### src/rtl/mem_hs_controller.sv
`timescale 1ns/1ps
`default_nettype none
// ============================================================================
// mem_hs_controller : multi-cycle RV32I control FSM with req/ack handshakes
//                     to variable-latency instruction and data memories
// Revision          : 1.0
// ============================================================================
module mem_hs_controller #(
   parameter int REG_WIDTH       = 32,
   parameter int TIMEOUT_CYCLES  = 255,
   parameter bit TRAP_ON_ILLEGAL = 1'b1,
   parameter int CNT_WIDTH       = 32
) (
   input  logic                 clk_i,
   input  logic                 rstn_i,
   input  logic [REG_WIDTH-1:0] inst_i,
   input  logic                 imem_ack_i,
   input  logic                 dmem_ack_i,
   output logic                 imem_req_o,
   output logic                 dmem_req_o,
   output logic [REG_WIDTH-1:0] inst_o,
   output logic [6:0]           op_o,
   output logic [4:0]           rs1_addr_o,
   output logic [4:0]           rs2_addr_o,
   output logic [4:0]           rd_addr_o,
   output logic                 pc_en_o,
   output logic                 branch_o,
   output logic [2:0]           branch_op_o,
   output logic [1:0]           result_mux_o,
   output logic                 alu_src_a_o,
   output logic                 alu_src_b_o,
   output logic [5:0]           alu_op_o,
   output logic                 mem_write_o,
   output logic                 reg_write_o,
   output logic                 halt_o,
   output logic [1:0]           trap_cause_o,
   output logic [CNT_WIDTH-1:0] instret_o
);

   localparam logic [6:0] c_OP_R      = 7'b0110011;
   localparam logic [6:0] c_OP_IMM    = 7'b0010011;
   localparam logic [6:0] c_OP_LUI    = 7'b0110111;
   localparam logic [6:0] c_OP_AUIPC  = 7'b0010111;
   localparam logic [6:0] c_OP_JAL    = 7'b1101111;
   localparam logic [6:0] c_OP_JALR   = 7'b1100111;
   localparam logic [6:0] c_OP_BRANCH = 7'b1100011;
   localparam logic [6:0] c_OP_LOAD   = 7'b0000011;
   localparam logic [6:0] c_OP_STORE  = 7'b0100011;
   localparam logic [6:0] c_OP_FENCE  = 7'b0001111;
   localparam logic [6:0] c_OP_SYSTEM = 7'b1110011;

   // ALU ops are {2'b00, alt, funct3}; alt selects SUB/SRA
   localparam logic [5:0] c_ALU_ADD         = 6'd0;
   localparam logic [2:0] c_BRANCH_JAL_JALR = 3'b010;

   localparam logic [1:0] c_CAUSE_NONE    = 2'b00;
   localparam logic [1:0] c_CAUSE_ILLEGAL = 2'b01;
   localparam logic [1:0] c_CAUSE_SYSTEM  = 2'b10;
   localparam logic [1:0] c_CAUSE_TIMEOUT = 2'b11;

   localparam logic [2:0] c_FETCH = 3'd0;
   localparam logic [2:0] c_EXE   = 3'd1;
   localparam logic [2:0] c_MEM   = 3'd2;
   localparam logic [2:0] c_WB    = 3'd3;
   localparam logic [2:0] c_HALT  = 3'd4;

   localparam int                c_WAIT_W    = (TIMEOUT_CYCLES > 1) ? $clog2(TIMEOUT_CYCLES) : 1;
   localparam logic [c_WAIT_W-1:0] c_WAIT_LAST = c_WAIT_W'(TIMEOUT_CYCLES - 1);

   logic [2:0]           r_state;
   logic [REG_WIDTH-1:0] r_inst;
   logic [c_WAIT_W-1:0]  r_wait;
   logic [1:0]           r_cause;
   logic [CNT_WIDTH-1:0] r_instret;

   logic [2:0] w_next_state;
   logic [1:0] w_next_cause;
   logic [6:0] w_op;
   logic [2:0] w_f3;
   logic [6:0] w_f7;
   logic       w_alt, w_r_ok, w_shift_ok, w_illegal, w_is_store;
   logic       w_wait_active, w_ack, w_timeout;
   logic       w_imem_req, w_dmem_req, w_pc_en, w_branch, w_src_a, w_src_b;
   logic       w_mem_write, w_reg_write;
   logic [2:0] w_branch_op;
   logic [1:0] w_result_mux;
   logic [5:0] w_alu_op;

   assign w_op       = r_inst[6:0];
   assign w_f3       = r_inst[14:12];
   assign w_f7       = r_inst[31:25];
   assign w_is_store = (w_op == c_OP_STORE);
   assign w_alt      = (w_op == c_OP_R) ? w_f7[5] : ((w_f3 == 3'b101) && w_f7[5]);
   assign w_r_ok     = (w_f7 == 7'h00) || ((w_f7 == 7'h20) && ((w_f3 == 3'b000) || (w_f3 == 3'b101)));
   assign w_shift_ok = (w_f3 == 3'b001) ? (w_f7 == 7'h00) :
                       (w_f3 == 3'b101) ? ((w_f7 == 7'h00) || (w_f7 == 7'h20)) : 1'b1;
   assign w_illegal  = !(((w_op == c_OP_R) && w_r_ok) || ((w_op == c_OP_IMM) && w_shift_ok) ||
                         (w_op inside {c_OP_LUI, c_OP_AUIPC, c_OP_JAL, c_OP_JALR, c_OP_BRANCH,
                                       c_OP_LOAD, c_OP_STORE, c_OP_FENCE, c_OP_SYSTEM}));

   always_comb begin
      w_next_state  = r_state;
      w_next_cause  = r_cause;
      w_wait_active = 1'b0;
      w_ack         = 1'b0;
      w_timeout     = 1'b0;
      w_imem_req    = 1'b0;
      w_dmem_req    = 1'b0;
      w_pc_en       = 1'b0;
      w_branch      = 1'b0;
      w_branch_op   = 3'b000;
      w_result_mux  = 2'b00;
      w_src_a       = 1'b0;
      w_src_b       = 1'b0;
      w_alu_op      = c_ALU_ADD;
      w_mem_write   = 1'b0;
      w_reg_write   = 1'b0;
      case (r_state)
         c_FETCH: begin
            w_imem_req    = 1'b1;
            w_wait_active = 1'b1;
            w_ack         = imem_ack_i;
            if (imem_ack_i) w_next_state = c_EXE;
         end
         c_EXE, c_MEM: begin
            if (w_illegal) begin
               if (TRAP_ON_ILLEGAL) begin
                  w_next_state = c_HALT;
                  w_next_cause = c_CAUSE_ILLEGAL;
               end else begin
                  w_pc_en      = 1'b1;
                  w_next_state = c_FETCH;
               end
            end else if (w_op == c_OP_SYSTEM) begin
               w_next_state = c_HALT;
               w_next_cause = c_CAUSE_SYSTEM;
            end else if ((w_op == c_OP_LOAD) || w_is_store) begin
               w_dmem_req    = 1'b1;
               w_src_b       = 1'b1;
               w_mem_write   = w_is_store;
               w_wait_active = 1'b1;
               w_ack         = dmem_ack_i;
               if (!dmem_ack_i)     w_next_state = c_MEM;
               else if (w_is_store) begin
                  w_pc_en      = 1'b1;
                  w_next_state = c_FETCH;
               end else             w_next_state = c_WB;
            end else begin
               w_pc_en      = 1'b1;
               w_next_state = c_FETCH;
               case (w_op)
                  c_OP_R: begin
                     w_reg_write = 1'b1;
                     w_alu_op    = {2'b00, w_alt, w_f3};
                  end
                  c_OP_IMM: begin
                     w_reg_write = 1'b1;
                     w_src_b     = 1'b1;
                     w_alu_op    = {2'b00, w_alt, w_f3};
                  end
                  c_OP_LUI: begin
                     w_reg_write = 1'b1;
                     w_src_b     = 1'b1;
                  end
                  c_OP_AUIPC: begin
                     w_reg_write = 1'b1;
                     w_src_a     = 1'b1;
                     w_src_b     = 1'b1;
                  end
                  c_OP_JAL, c_OP_JALR: begin
                     w_reg_write  = 1'b1;
                     w_result_mux = 2'b01;
                     w_branch     = 1'b1;
                     w_branch_op  = c_BRANCH_JAL_JALR;
                     w_src_a      = (w_op == c_OP_JAL);
                     w_src_b      = 1'b1;
                  end
                  c_OP_BRANCH: begin
                     w_branch    = 1'b1;
                     w_branch_op = w_f3;
                     w_src_a     = 1'b1;
                     w_src_b     = 1'b1;
                  end
                  default: ;
               endcase
            end
         end
         c_WB: begin
            w_result_mux = 2'b10;
            w_reg_write  = 1'b1;
            w_pc_en      = 1'b1;
            w_next_state = c_FETCH;
         end
         default: ;
      endcase
      // An ack on the deadline edge still wins because the check needs ack low
      if ((TIMEOUT_CYCLES != 0) && w_wait_active && !w_ack && (r_wait == c_WAIT_LAST)) begin
         w_timeout    = 1'b1;
         w_next_state = c_HALT;
         w_next_cause = c_CAUSE_TIMEOUT;
      end
   end

   // EXE->MEM continues the same data wait rather than restarting it
   always_ff @(posedge clk_i or negedge rstn_i) begin
      if (!rstn_i) begin
         r_state   <= c_FETCH;
         r_inst    <= '0;
         r_wait    <= '0;
         r_cause   <= c_CAUSE_NONE;
         r_instret <= '0;
      end else begin
         r_state   <= w_next_state;
         r_cause   <= w_next_cause;
         r_instret <= r_instret + {{(CNT_WIDTH-1){1'b0}}, w_pc_en};
         if ((r_state == c_FETCH) && imem_ack_i) r_inst <= inst_i;
         if (w_wait_active && !w_ack && !w_timeout) r_wait <= r_wait + 1'b1;
         else                                       r_wait <= '0;
      end
   end

   assign imem_req_o   = w_imem_req;
   assign dmem_req_o   = w_dmem_req;
   assign inst_o       = r_inst;
   assign op_o         = w_op;
   assign rs1_addr_o   = (w_op == c_OP_LUI) ? 5'd0 : r_inst[19:15];
   assign rs2_addr_o   = r_inst[24:20];
   assign rd_addr_o    = r_inst[11:7];
   assign pc_en_o      = w_pc_en;
   assign branch_o     = w_branch;
   assign branch_op_o  = w_branch_op;
   assign result_mux_o = w_result_mux;
   assign alu_src_a_o  = w_src_a;
   assign alu_src_b_o  = w_src_b;
   assign alu_op_o     = w_alu_op;
   assign mem_write_o  = w_mem_write;
   assign reg_write_o  = w_reg_write;
   assign halt_o       = (r_state == c_HALT);
   assign trap_cause_o = r_cause;
   assign instret_o    = r_instret;

endmodule
`default_nettype wire
### config.mk
export PLATFORM = sky130hd
export DESIGN_NAME = mem_hs_controller
export DESIGN_NICKNAME = d
export VERILOG_FILES = /design/src/rtl/mem_hs_controller.sv
export SDC_FILE = /design/constraint.sdc
export NUM_CORES = 1
export LEC_CHECK = 0
export ABC_AREA = 0
export BUFFER_PORTS_ARGS = -buffer_cell sky130_fd_sc_hd__buf_2
export CORE_MARGIN = 1
export CORE_UTILIZATION = 55
export CTS_BUF_LIST = sky130_fd_sc_hd__clkbuf_4
export CTS_CLUSTER_SIZE = 30
export DETAILED_ROUTE_END_ITERATION = 16
export PLACE_DENSITY = 0.88
export SYNTH_ARGS = -nofsm -noshare
export SYNTH_HDL_FRONTEND = slang
export SYNTH_SLANG_ARGS = --single-unit
### constraint.sdc
create_clock -name clk_i -period 7.4 [get_ports clk_i]
set_input_delay 1.11 -clock clk_i [delete_from_list [all_inputs] [get_ports clk_i]]
set_output_delay 1.11 -clock clk_i [all_outputs]
set_load 0.02 [all_outputs]
; Word level (Yosys, flattened, before mapping)
; Cells that the tools add are included.
[classes]
n_addsub = 2
eq_ne = 21
n_mux = 73
reduce_logical = 31
[op_table]
columns = cell, n
row1 = 1-bit 2-to-1 mux, 43
row2 = 32-bit by 1-bit adder with 32-bit output, 1
row3 = "7-bit by 6-bit equality test with 1-bit output, second input constant", 4
row4 = "7-bit equality test, second input constant", 4
row5 = 3-bit 2-to-1 mux, 9
row6 = 4-bit 2-to-1 mux, 5
row7 = "7-bit by 5-bit equality test with 1-bit output, second input constant", 2
row8 = 2-bit 2-to-1 mux, 6
row9 = 6-bit OR reduction, 2
row10 = 1-bit case mux with 2 select lines, 5
row11 = 3-bit case mux with 3 select lines, 1
row12 = 9-bit nonzero test, 1
row13 = "8-bit by 1-bit adder with 8-bit output, second input constant", 1
row14 = "8-bit equality test, second input constant", 1
row15 = 1-bit logical AND, 8
row16 = 8-bit 2-to-1 mux, 1
row17 = 2-bit OR reduction, 4
row18 = "7-bit by 2-bit equality test with 1-bit output, second input constant", 1
row19 = "7-bit by 4-bit equality test with 1-bit output, second input constant", 1
row20 = 7-bit zero test, 1
row21 = "3-bit by 1-bit equality test with 1-bit output, second input constant", 2
row22 = "3-bit by 2-bit equality test with 1-bit output, second input constant", 2
row23 = "3-bit equality test, second input constant", 2
row24 = 3-bit zero test, 2
row25 = other kinds (11), 18
[word_totals]
reg_bits = 77
in_bits = 36
out_inout_bits = 108
word_cells = 132

; Depth between registers and ports, before layout
; Gate-level depths: netlist of run 1.
[depth]
depth_word = 16
ltp_mapped = 13
ltp_nobuf = 12

; Worst setup path before layout of run 1
; OpenSTA, ideal clock, no wires.
[synth_path]
path_type = flip-flop to flip-flop
from = reg r_inst[3] (netlist: inst_o[3])
to = reg r_instret[26] (netlist: instret_o[26])
setup_ps = 130
t_arrival_ps = 3676
t_required_ps = 7270
slack_ps = 3594
stages_incl_launch_ff = 14
path_buffers = 1
synth_period_minus_slack_ps = 3806
path_cell_list = dfrtp_1 -> buf_6 -> nand4bb_4 -> or2_4 -> nor4_4 -> o32ai_2 -> o31ai_1 -> ha_1 -> ha_1 -> and4_1 -> nor2b_1 -> and3_1 -> nand3_1 -> xnor2_1
[synth_via]
elab_chain_cells = 8
word_cells_on_any_way = 24
cone_classes = add/sub (1) / eq/ne (11) / mux (6) / reduce/logical (6)
[synth_rtl]
columns = item, line
row1 = from (decl), 71  ; logic [REG_WIDTH-1:0] r_inst;
row2 = from (signal assigned), 216  ; if ((r_state == c_FETCH) && imem_ack_i) r_inst <= inst_i;
row3 = 7-bit by 6-bit equality test with 1-bit output, "92, 98"
row4 = 1-bit 2-to-1 mux, 144  ; else if (w_is_store) begin
row5 = 1-bit 2-to-1 mux, 143  ; if (!dmem_ack_i) w_next_state = c_MEM;
row6 = 1-bit 2-to-1 mux, 137  ; end else if ((w_op == c_OP_LOAD) || w_is_store) begin
row7 = 1-bit 2-to-1 mux, 134  ; end else if (w_op == c_OP_SYSTEM) begin
row8 = 1-bit 2-to-1 mux *, 126  ; if (w_illegal) begin
row9 = 1-bit case mux with 2 select lines *, 118  ; case (r_state)
row10 = net pc_en_o, 26  ; output logic pc_en_o,
row11 = 32-bit by 1-bit adder with 32-bit output *, 215  ; r_instret <= r_instret + {{(CNT_WIDTH-1){1'b0}}, w_pc_en};
row12 = to (signal assigned), 215
row13 = to (decl), 74  ; logic [CNT_WIDTH-1:0] r_instret;
; The timed path passes the listed nets; every way through them passes the cells marked *.
; A chain may end at the register's enable or synchronous reset.

; Worst setup path in the final report of run 1
[layout_path]
from = reg r_inst[26] (netlist: inst_o[26])
to = reg r_instret[14] (netlist: instret_o[14])
[layout_via]
elab_chain_cells = 10
word_cells_on_any_way = 14
cone_classes = add/sub (1) / eq/ne (1) / mux (4) / reduce/logical (8)
[layout_rtl]
columns = item, line
row1 = 7-bit by 6-bit equality test with 1-bit output or 7-bit zero test (tied branches), "94, 96, 95"
row2 = 1-bit logical OR, 96  ; (w_f3 == 3'b101) ? ((w_f7 == 7'h00) || (w_f7 == 7'h20)) : 1'b1;
row3 = 1-bit 2-to-1 mux, 96
row4 = 1-bit 2-to-1 mux, 95  ; assign w_shift_ok = (w_f3 == 3'b001) ? (w_f7 == 7'h00) :
row5 = 1-bit logical AND, 97  ; assign w_illegal = !(((w_op == c_OP_R) && w_r_ok) || ((w_op == c_OP_IMM) && w_shift_ok) ||
row6 = 1-bit logical OR * (2 in series), 97
row7 = 1-bit 2-to-1 mux *, 126
row8 = 1-bit case mux with 2 select lines *, 118
row9 = 32-bit by 1-bit adder with 32-bit output *, 215
; Mark *: on every way between the ends. The rest lies on a longest branch, timed or not.

==> flow_metrics.py, run 1 <==
metrics = {
    "outcome": {
        "outcome": "finished with violations",
        "violations": "DRC",
    },
    "sta": {
        "setup_ws_ns": 3.573,
        "timing.hold.ws_ns": 0.4906,
        "final.setup.tns_ns": 0,
        "slew_viol_final": 0,
        "finalCriticalPeriod_ns": 3.827,
        "rsz0062_at_grt": "false",
        "fin_skew_ns": 0.01651,
        "hold_viol": 0,
        "post-route-period-util": 0.5171,
        "tightest_slew_ns": 0.9441,
        "relSlewSlack": 0.3706,
        "setup_viol": 0,
        "clock.fmax_ghz": 0.2613,
    },
    "die": {
        "coreArea_sq_mm": 0.006794,
        "dieHeight_microns": 85.75,
        "rows": 30,
        "io-pin-count": 144,
        "start_util": 0.5678,
        "dieWidth_microns": 85.75,
        "die-area_sq_mm": 0.007352,
    },
    "yosys": {
        "yosysSeqAreaShare": 0.4995,
        "ys_warn_count": 0,
        "avgSynthCellArea_sq_um": 11.02,
        "async_flop_share": 1.000,
        "netlist_area_sq_mm": 0.003857,
        "ys_ff_latch": 77,
        "synth_top_flop_cell": "dfrtp_1",
        "synthCells": 350,
        "synth-edff-count": 0,
        "yosysUniqueCellTypes": 48,
    },
    "place": {
        "dpl_worst_slack_ns": 3.663,
        "gp_congestion": 0.9258,
        "io_buffers": 141,
        "dpl-instance-area_sq_mm": 0.004491,
        "place_hpwl_microns": 6219,
    },
    "global_route": {
        "grt_max_degree": 78,
        "overflow": 0,
        "grt_pass1_vias": 2935,
        "antenna_found_initial": 0,
        "grt_usage": 0.2397,
        "grt_pass1_wl_microns": 13670,
    },
    "clock_tree": {
        "cts_root_buf": "clkbuf_4",
        "path_clk_slew_ns": 0.14,
        "cts-resized-gates": 0,
        "hold_buffers": 0,
        "clockBufferDepth": 2,
        "cts_num_sinks": 77,
        "cts_max_level": 3,
        "clock_latency_ns": 0.43,
        "post-cts-setup-buffers": 0,
        "cts_tree": "yes",
        "numCtsBuffers": 9,
    },
    "critical_path": {
        "setup.worst_path.end": "instret_o[14]",
        "crit_type": "register to register",
        "cp.required_ns": 7.75,
        "worstReg2RegEnd": "instret_o[14]",
        "startpoint": "inst_o[26]",
        "critPathCaptureType": "register",
        "worst-path-max-fanout": 7,
        "reg2reg_from": "inst_o[26]",
        "worst_ep_arrival_time_ns": 4.18,
        "ff2ff_setup_slack_ns": 3.57,
        "startpoint_type": "register",
        "ff2ff_path_depth": 12,
    },
    "cells_and_area": {
        "fin_nets": 513,
        "design_area_sq_mm": 0.004616,
        "syn2layout_area_growth_pct": 19.66,
        "drive_gt1_frac": 0.4038,
        "num_antenna_cells": 0,
    },
    "detailed_routing": {
        "ant_nets": 0,
        "viasPerCell": 5.369,
        "wl_per_cell_microns": 14.60,
        "vias": 3082,
        "drt_iter0_markers": 159,
        "routed_wl_microns": 8382,
        "dr.pass1.iters": 10,
        "drc": 1,
    },
    "power": {
        "power_density_mw_per_mm2": 338.5,
        "p_total_mw": 1.562,
        "vdd_drop_max_mv": 0.2279,
        "leakagePower_nw": 2.344,
    },
    "min_path": {
        "hold_path.class": "register to register",
    },
    "flow_run": {
        "maxCapViolCount": 0,
    },
}
cell families (layout without fill, tap and decap cells):
group,after synthesis,in the layout,synth area share
muxes,30,30,0.08725
and+or+nand+nor,129,129,0.1933
DFF,77,77,0.4995
adders and majority gates,4,4,0.01297
xor gates and xnor gates,39,39,0.08855
AOI/OAI and AO/OA,31,31,0.05611
other,1,2,0.0009721
buffers and inverters,39,166,0.06130
report_power, final:
group          internal [mW]  switching, mW
Combinational          0.258          0.406
Sequential             0.523          0.136
Clock                 0.0742          0.165
stage by stage:
step | utilization | instances
floorplan | - | 351
global placement | 0.6610 | 558
detailed placement | 0.6610 | 558
CTS | 0.6794 | 574
global route | 0.6794 | 574
finish | 0.6794 | 574
cells in the mapped netlist, types with 5 or more instances:
cell type / count / area (sq um)
dfrtp_1: 77 / 1927
mux2_2: 29 / 326.6
xnor2_1: 25 / 219.0
nor2_1: 22 / 82.58
nand2_1: 21 / 78.83
buf_4: 19 / 142.6
nand3_1: 17 / 85.08
xor2_1: 14 / 122.6
and2_1: 13 / 81.33
and4_1: 11 / 96.34
nor3_1: 10 / 50.05
buf_2: 9 / 45.04
inv_1: 8 / 30.03
nor4_1: 7 / 43.79
a21oi_1: 6 / 30.03
and3_1: 6 / 37.54
nand4_1: 5 / 31.28
o21ai_0: 5 / 25.02
registers in the layout, indices dropped and copies added (netlist names):
signal / cells
inst_o: 32
instret_o: 32
r_state: 3
r_wait: 8
trap_cause_o: 2
cell usage in the layout (no fill, tap or decap), drive strengths merged, types with 5 or more instances in the layout:
| cell type | n |
|---|---|
| buf | 142 |
| dfrtp | 77 |
| mux2 | 29 |
| xnor2 | 25 |
| nor2 | 22 |
| nand2 | 21 |
| nand3 | 17 |
| xor2 | 14 |
| and2 | 13 |
| inv | 12 |
| and4 | 11 |
| nor3 | 10 |
| clkbuf | 9 |
| nor4 | 8 |
| and3 | 6 |
| a21oi | 6 |
| o21ai | 6 |
| nand4 | 5 |
cell type report:
cell class | count | area (sq um)
Multi-Input combinational cell | 235 | 1698
Tap cell | 96 | 120.1
Sequential cell | 77 | 1927
Fill cell | 525 | 2178
Clock buffer | 9 | 67.56
Timing Repair Buffer | 142 | 715.7
Clock inverter | 7 | 57.56
Inverter | 8 | 30.03
how the worst min path moves through the flow:
stage | startpoint | endpoint | slack, ns | depth (start not counted)
floorplan | r_wait[0] | r_wait[0] | 0.47 | 1
global placement | instret_o[31] | instret_o[31] | 0.46 | 1
detailed placement | instret_o[31] | instret_o[31] | 0.47 | 1
CTS | instret_o[31] | instret_o[31] | 0.49 | 1
global route | instret_o[21] | instret_o[21] | 0.51 | 1
finish | instret_o[31] | instret_o[31] | 0.49 | 1
layer usage:
metal,up-vias,routed length [microns],global-route usage
met2,114,4125,0.4058
met1,1494,3546,0.2970
met5,-,0,0
met4,0,224,0.1015
met3,21,487,0.05390
li1,1453,-,-
worst max-delay path, stage by stage, from the launching register on:
cell	delay, ns
dfrtp_1	0.42
nor4_1	0.52
a311oi_1	0.24
nor4_4	0.27
o32ai_2	0.20
o31ai_1	0.37
ha_1	0.27
ha_1	0.21
and4_1	0.22
nor2b_1	0.40
and2_1	0.26
and4_1	0.22
xor2_1	0.15
(Power assumes the default switching activity.)
==> inputs of run 2 (changes only) <==
Settings changed: CORE_UTILIZATION 55 to 51, PLACE_DENSITY 0.88 to 0.82.
Clock period 7.4 ns to 3.8 ns, I/O delays scaled along.
==> flow_metrics.py, run 2 (same netlist as run 1, synthesis figures left out) <==
metrics = {
    "global_route": {
        "grt_max_degree": 78,
        "overflow": 0,
        "grt_usage": 0.2239,
        "grt_pass1_wl_microns": 13540,
        "grt_pass1_vias": 2878,
        "antenna_found_initial": 0,
    },
    "cells_and_area": {
        "nFillCells": 617,
        "layout_common_cells": "buf_2 (140), dfrtp_1 (77), mux2_2 (29), xnor2_1 (25), nor2_1 (22)",
        "syn2layout_area_growth_pct": 21.86,
        "regArea_sq_mm": 0.001927,
        "drive_gt1_frac": 0.4108,
        "fin_nets": 517,
        "final_common_cell": "buf_2",
        "num_antenna_cells": 0,
        "fin_util": 0.6446,
        "multiInputGateArea_sq_mm": 0.001703,
        "layout.cells.non_filler": 581,
    },
    "outcome": {
        "outcome": "completed",
    },
    "die": {
        "start_util": 0.5290,
        "rows": 31,
        "io-pin-count": 144,
        "die-area_sq_mm": 0.007916,
        "coreArea_sq_mm": 0.007292,
        "dieHeight_microns": 88.97,
        "dieWidth_microns": 88.97,
    },
    "clock_tree": {
        "clockBufferDepth": 2,
        "cts_max_level": 3,
        "cts_num_sinks": 77,
        "cts_tree": "yes",
        "numCtsBuffers": 9,
        "post-cts-setup-buffers": 0,
        "cts_root_buf": "clkbuf_4",
        "clock_latency_ns": 0.42,
        "hold_buffers": 0,
        "path_clk_slew_ns": 0.15,
        "cts-resized-gates": 0,
    },
    "power": {
        "leakagePower_nw": 2.390,
        "power_density_mw_per_mm2": 675.7,
        "vdd_drop_max_mv": 0.4422,
    },
    "critical_path": {
        "ff2ff_setup_slack_ns": 0.27,
        "worstReg2RegEnd": "instret_o[14]",
        "critPathCaptureType": "register",
        "worst_ep_arrival_time_ns": 3.87,
        "max_stage_delay_ns": 0.52,
        "worst-path-max-fanout": 11,
        "reg2reg_from": "inst_o[3]",
        "crit_chain": "nand4bb_4, or2_4, nor4_4, o32ai_2, o31ai_2, ha_1, ha_1, and4_1, nor2b_1, and2_1, and4_1, xor2_1",
        "ff2ff_path_depth": 12,
        "crit_type": "register to register",
        "cp.required_ns": 4.14,
        "startpoint_type": "register",
        "cpMaxStageDelayCell": "dfrtp_1",
    },
    "detailed_routing": {
        "ant_nets": 0,
        "wl_per_cell_microns": 14.69,
        "dr.pass1.iters": 4,
        "routed_wl_microns": 8536,
        "drt_iter0_markers": 130,
        "drc": 0,
        "viasPerCell": 5.327,
        "vias": 3095,
    },
    "sta": {
        "rsz0062_at_grt": "false",
        "clock.fmax_ghz": 0.2833,
        "slew_viol_final": 0,
        "post-route-period-util": 0.9290,
        "finalCriticalPeriod_ns": 3.530,
        "setup_viol": 0,
        "timing.hold.ws_ns": 0.2436,
        "relSlewSlack": 0.3644,
        "fin_skew_ns": 0.02541,
        "final.setup.tns_ns": 0,
        "hold_viol": 0,
        "setup_ws_ns": 0.2700,
        "tightest_slew_ns": 0.9534,
    },
    "place": {
        "dpl.cell_count": 565,
        "place_hpwl_microns": 6199,
        "dpl_worst_slack_ns": 0.3605,
        "gp_congestion": 0.8938,
        "io_buffers": 141,
    },
    "flow_run": {
        "maxCapViolCount": 0,
    },
    "min_path": {
        "hold_path.class": "primary input to async pin",
    },
}
[run 2: cell type report]
| type | instances | area share |
|---|---|---|
| sequential | 77 | 0.4099 |
| multi-input combinational | 235 | 0.3623 |
| timing repair buffer | 146 | 0.1586 |
| clock buffer | 10 | 0.01597 |
| clock inverter | 6 | 0.02050 |
| inverter | 8 | 0.006388 |
| tap | 99 | 0.02635 |
[run 2: metrics by stage]
| step | total power [mW] | cell area (sq um) |
|---|---|---|
| 3_3_place_gp | 2.563 | 4529 |
| 6_report | 3.176 | 4701 |
| 4_1_cts | 3.193 | 4701 |
| 3_5_place_dp | 2.602 | 4529 |
| 5_1_grt | 3.356 | 4701 |
| 2_1_floorplan | 2.261 | 3866 |
[run 2: power by group]
group          switching, mW  total, mW  leakage [nW]  internal, mW
logic                  0.810       1.32          1.30         0.514
clock network          0.305      0.586        0.0887         0.281
registers              0.246       1.27          1.01          1.02
total                   1.36       3.18          2.39          1.82
[run 2: critical path, delay by kind of cell (launching register included)]
family	cells	cell delay (ns)
adders and majority gates	2	0.49
xor gates and xnor gates	1	0.14
and+or+nand+nor	7	1.82
AOI/OAI and AO/OA	2	0.48
DFF	1	0.52
[run 2: worst max-delay path by stage]
stage | startpoint | end | slack [ns] | depth (start not counted)
2_1_floorplan | inst_o[3] | instret_o[26] | 0.22 | 13
3_3_place_gp | inst_o[2] | instret_o[26] | 0.56 | 12
3_5_place_dp | inst_o[2] | instret_o[14] | 0.36 | 12
4_1_cts | inst_o[3] | instret_o[14] | 0.28 | 12
5_1_grt | inst_o[4] | instret_o[26] | 0.07 | 12
6_report | inst_o[3] | instret_o[14] | 0.27 | 12
[run 2: layer usage]
layer,part of all wire,global-route usage,vias to the layer above
li1,-,-,1460
met1,0.42,0.2883,1516
met2,0.50,0.3734,103
met3,0.059,0.04524,16
met4,0.021,0.08947,0
met5,0,0,-
